`src/rtl/croma_update_scheduler.sv`:
```
// croma_update_scheduler: debounced button editing of a shadow colour/tone set, committed at vblank start
module croma_update_scheduler #(
  parameter int DEBOUNCE_CYCLES = 500000,
  parameter int CNT_W = 19,
  parameter int TON_STEP = 8,
  parameter int TON_RESET = 128,
  parameter int COLORL_RESET = 7,
  parameter int COLORP_RESET = 0
) (
  input  logic       Clock,
  input  logic       reset,
  input  logic       TC,
  input  logic       Up,
  input  logic       Down,
  input  logic       Lp,
  input  logic       vblank,
  output logic [2:0] ColorL,
  output logic [2:0] ColorP,
  output logic [7:0] ton,
  output logic       target,
  output logic       pending,
  output logic       commit
);
  typedef enum logic [1:0] {IDLE, PEND, CMT} state_t;
  state_t state, nxt;
  logic [3:0] raw, s1, s2, lvl, lvl_q, ev;
  logic vblank_q, vrise, e_lp, e_tc, e_up, e_dn, ud, acc;
  logic [2:0] sl, sp, sel, oth, inc, nc;
  logic [7:0] st, dn_val, up_val;
  logic [8:0] up_sum;
  assign raw = {Lp, Down, Up, TC};
  always_ff @(posedge Clock) begin
    if (reset) begin
      s1 <= '0;
      s2 <= '0;
      lvl_q <= '0;
      vblank_q <= 1'b0;
    end else begin
      s1 <= raw;
      s2 <= s1;
      lvl_q <= lvl;
      vblank_q <= vblank;
    end
  end
  for (genvar b = 0; b < 4; b++) begin : g_db
    logic [CNT_W-1:0] cnt;
    logic l;
    always_ff @(posedge Clock) begin
      if (reset) begin
        cnt <= '0;
        l <= 1'b0;
      end else if (s2[b] != l) begin
        if (cnt == CNT_W'(DEBOUNCE_CYCLES - 1)) begin
          l <= ~l;
          cnt <= '0;
        end else cnt <= cnt + 1'b1;
      end else cnt <= '0;
    end
    assign lvl[b] = l;
  end
  assign ev = lvl & ~lvl_q;
  // Lp beats TC; tone buttons only count when neither colour button fired, and cancel each other
  assign e_lp = ev[3];
  assign e_tc = ev[0] & ~ev[3];
  assign ud = ~ev[3] & ~ev[0];
  assign e_up = ud & ev[1] & ~ev[2];
  assign e_dn = ud & ev[2] & ~ev[1];
  assign acc = e_lp | e_tc | e_up | e_dn;
  assign vrise = vblank & ~vblank_q;
  assign sel = target ? sl : sp;
  assign oth = target ? sp : sl;
  assign inc = sel + 3'd1;
  assign nc = (inc == oth) ? inc + 3'd1 : inc;
  assign up_sum = {1'b0, st} + 9'(TON_STEP);
  assign up_val = up_sum[8] ? 8'hFF : up_sum[7:0];
  assign dn_val = (st < 8'(TON_STEP)) ? 8'd0 : st - 8'(TON_STEP);
  always_comb begin
    nxt = state == IDLE ? (acc ? PEND : IDLE) :
          state == PEND ? (vrise ? CMT : PEND) :
          (acc ? PEND : IDLE);
  end
  assign commit = state == CMT;
  assign pending = (state == PEND) | (commit & acc);
  always_ff @(posedge Clock) begin
    if (reset) begin
      state <= IDLE;
      target <= 1'b1;
      sl <= 3'(COLORL_RESET);
      sp <= 3'(COLORP_RESET);
      st <= 8'(TON_RESET);
      ColorL <= 3'(COLORL_RESET);
      ColorP <= 3'(COLORP_RESET);
      ton <= 8'(TON_RESET);
    end else begin
      state <= nxt;
      if (e_lp) target <= ~target;
      if (e_tc & target) sl <= nc;
      if (e_tc & ~target) sp <= nc;
      if (e_up) st <= up_val;
      if (e_dn) st <= dn_val;
      if (commit) begin
        ColorL <= sl;
        ColorP <= sp;
        ton <= st;
      end
    end
  end
endmodule

```
`config.mk`:
```
export PLATFORM = sky130hd
export DESIGN_NAME = croma_update_scheduler
export DESIGN_NICKNAME = d
export VERILOG_FILES = /design/src/rtl/croma_update_scheduler.sv
export SDC_FILE = /design/constraint.sdc
export NUM_CORES = 1
export LEC_CHECK = 0
export BUFFER_PORTS_ARGS = -buffer_cell sky130_fd_sc_hd__buf_2
export CORE_MARGIN = 3
export CORE_UTILIZATION = 41
export DETAILED_ROUTE_END_ITERATION = 6
export GPL_ROUTABILITY_DRIVEN = 0
export PLACE_DENSITY = 0.64
export SLEW_MARGIN = 20
export SYNTH_ARGS = -nofsm -noshare
export SYNTH_HDL_FRONTEND = slang
export SYNTH_SLANG_ARGS = --single-unit
export TNS_END_PERCENT = 5
```
`constraint.sdc`:
```
create_clock -name Clock -period 2.7 [get_ports Clock]
set_input_delay 0.135 -clock Clock [delete_from_list [all_inputs] [get_ports Clock]]
set_output_delay 0.135 -clock Clock [all_outputs]
set_load 0.1 [all_outputs]
```
==> out/metrics.csv <==
metric,value,unit
outcome,"complete, no violations",
ys.flop_type,dfxtp_1,
htreeDepth,4,
die_w,122.3,um
synth_edf_count,0,
synth-adder-area-share,1.806,%
drv_slew,0,
ys_ff_latch,120,
power_leakage,2.162,nW
dp_hpwl,7536,um
powerDensity,621.4,nW/um^2
finalNonFillerCells,856,
p_switching,0.7853,mW
synth_top_area_share,43.35,%
nFillCells,1210,
ys_warn_count,0,
via_per_inst,5.379,
seqCellArea,2402,um^2
numPortBuffers,23,
async_reset_ff_share,0,%
syn_nets,655,
worst_setup_path_start_kind,register,
drc,0,
fin_nets,686,
clock_latency,0.41,ns
power_frac_comb,1.3,%
cts_resized,0,
fin_crit_sh,85.33,%
drv_cap,0,
muxShareOfSynthArea,0.7451,%
synthXorXnorAreaFrac,10.07,%
antenna_found_initial,0,
p_int,3.224,mW
min_period,2.304,ns
timing.hold.ws,0.09427,ns
power.total,4.010,mW
yosys.area_share.simple,28.49,%
worst_pin_slew,0.8376,ns
peakVddDrop,0.4990,mV
synth_top_family_by_area,simple AND/OR/NAND/NOR gates,
synthMostInstantiatedCell,dfxtp_1,
cp-end-kind,register,
syn_area,5542,um^2
dieArea,14950,um^2
crit_type,reg -> reg,
required,3.02,ns
synth_cell_types,65,
timing.final.ws_setup,0.3962,ns
grt_pass1_vias,4369,
diodes,0,
vias,4604,
dr.pass1.iters,5,
multi_input_area,2939,um^2
synth-seq-area-share,43.35,%
track_usage,15.79,%
detail_route.wl_per_cell,13.00,um
arrival,2.62,ns
hp-class,in -> reg,
overflow,0,
io_pins,24,
area_growth,16.44,%
ant_nets,0,
setup_viol,0,
cts_sinks,120,
grt_max_degree,41,
postCtsSetupRepairBufs,0,
synth-compound-area-share,11.92,%
slew_headroom,43.99,%
syn_avg_cell_area,8.659,um^2
core_area,12930,um^2
wl,11130,um
fin_skew,0.005959,ns
cts_root_buf,clkbuf_16,
yosys-top-cells-area,"dfxtp_1 (43%), xnor2_1 (5.2%), nor2_1 (5.0%)",
syn_inst,640,
synth_top_cell_by_area,dfxtp_1,
dp.cells,819,
power_switching_share,19.58,%
cp_max_fo,6,
fmax,434.1,MHz
drt-initial-drc-count,371,
drive_above_1_share,10.96,%
totalNegativeSetupSlack,0,ns
synthTopCellsByCount,"dfxtp_1 (120), nor2_1 (74), nand2_1 (53), nand3_1 (36), a21oi_1 (34)",
hold_viol_final,0,
initial_utilization,42.87,%
die_h,122.3,um
clock_path_buffers,2,
grt_pass1_wl,19510,um
pre_cts_slack,0.4175,ns
grt_setup_unrepaired,no,
clkPwrFrac,54.2,%
cts_tree,done,
row_count,41,
power_frac_seq,44.5,%
cts_made_buffers,17,
clkTransAtPathRegs,0.05,ns
## layout by cell type, fill, tap and decap left out, types with 3 or more instances in the layout
| cell type | instances |
|---|---|
| dfxtp_1 | 120 |
| nor2_1 | 74 |
| nand2_1 | 53 |
| nand3_1 | 36 |
| a21oi_1 | 34 |
| xnor2_1 | 33 |
| xor2_1 | 28 |
| inv_1 | 27 |
| buf_2 | 23 |
| nand4_1 | 20 |
| nor2b_1 | 18 |
| clkbuf_16 | 17 |
| nor4_1 | 14 |
| nor3_1 | 13 |
| o21ai_0 | 13 |
| and3_1 | 12 |
| or3_1 | 12 |
| o31ai_1 | 12 |
| or4_1 | 9 |
| nand2b_1 | 8 |
| ha_1 | 8 |
| buf_4 | 7 |
| nor4b_1 | 5 |
| a31oi_1 | 5 |
| dlygate4sd3_1 | 5 |
| a211oi_1 | 4 |
| and4_1 | 4 |
| clkinv_2 | 4 |
| clkbuf_1 | 4 |
| mux2i_1 | 3 |
| a31o_2 | 3 |
| nor3b_1 | 3 |
| a311oi_1 | 3 |
| clkbuf_8 | 3 |
## layout make-up
cell class,instances,share of cell area [%]
clock buffers,24,7.466
clock inverters,8,1.474
inverters,27,1.571
multi-input cells,470,45.55
flip-flops and latches,120,37.23
well taps,172,3.335
repair buffers,35,3.374
## metrics by stage
step	cell area, um^2	util (%)
finish	6452	49.91
global route	6452	49.91
CTS	6452	49.91
detailed placement	5826	45.06
global placement	5826	45.06
floorplan	5542	-
## kinds of logic after synthesis
family | after synthesis
AND/OR/NAND/NOR | 297
flip-flops | 120
AO/OA/AOI/OAI | 99
XOR/XNOR | 62
buffers and inverters | 50
adder cells (fa/ha/maj) | 8
multiplexers | 4
## worst paths after layout
kind | cells after the start | from | endpoint | slack (ns)
setup reg to reg | 6 | target$_SDFFE_PP1P_ | sp[0]$_SDFFE_PP0P_ | 0.40
hold reg to reg | 1 | s1[1]$_SDFF_PP0_ | s2[1]$_SDFF_PP0_ | 0.44
hold / removal | 3 | reset | g_db[1].l$_SDFFE_PP0P_ | 0.09
setup / recovery | 6 | target$_SDFFE_PP1P_ | sp[0]$_SDFFE_PP0P_ | 0.40
## power by group through the flow
stage | clock, mW | sequential [mW] | combinational (mW)
floorplan | 0 | 1.82 | 0.0292
finish | 2.17 | 1.79 | 0.0518
global route | 2.30 | 1.78 | 0.0572
detailed placement | 0 | 1.82 | 0.0466
global placement | 0 | 1.82 | 0.0456
CTS | 2.22 | 1.78 | 0.0524
## sequential cells by signal (all words and copies together) (netlist names)
signal,flops
st,6
vblank_q,1
lvl_q,4
sp,3
state,2
sl,3
g_db.l,4
target,1
ton,6
ColorL,3
ColorP,3
s2,4
s1,4
g_db.cnt,76
## routing by layer
layer | up-vias | GRT usage, % | wire length [um]
met4 | 0 | 5.108 | 154
met3 | 15 | 4.654 | 433
met5 | - | 0 | 0
li1 | 2344 | - | -
met2 | 71 | 26.11 | 5260
met1 | 2174 | 19.81 | 5280
## worst max-delay path, stage by stage, from the launching register on
cell and delay [ns]:
dfxtp_1 0.39, mux2i_1 0.43, inv_1 0.09, ha_1 0.28
xor3_1 0.29, or4_1 0.49, a311oi_1 0.24
## what timing repair did
action,in CTS,in global routing
hold endpoints to repair,6,0
setup endpoints to repair,0,0
hold buffers,5,0
(Power assumes the default switching activity.)
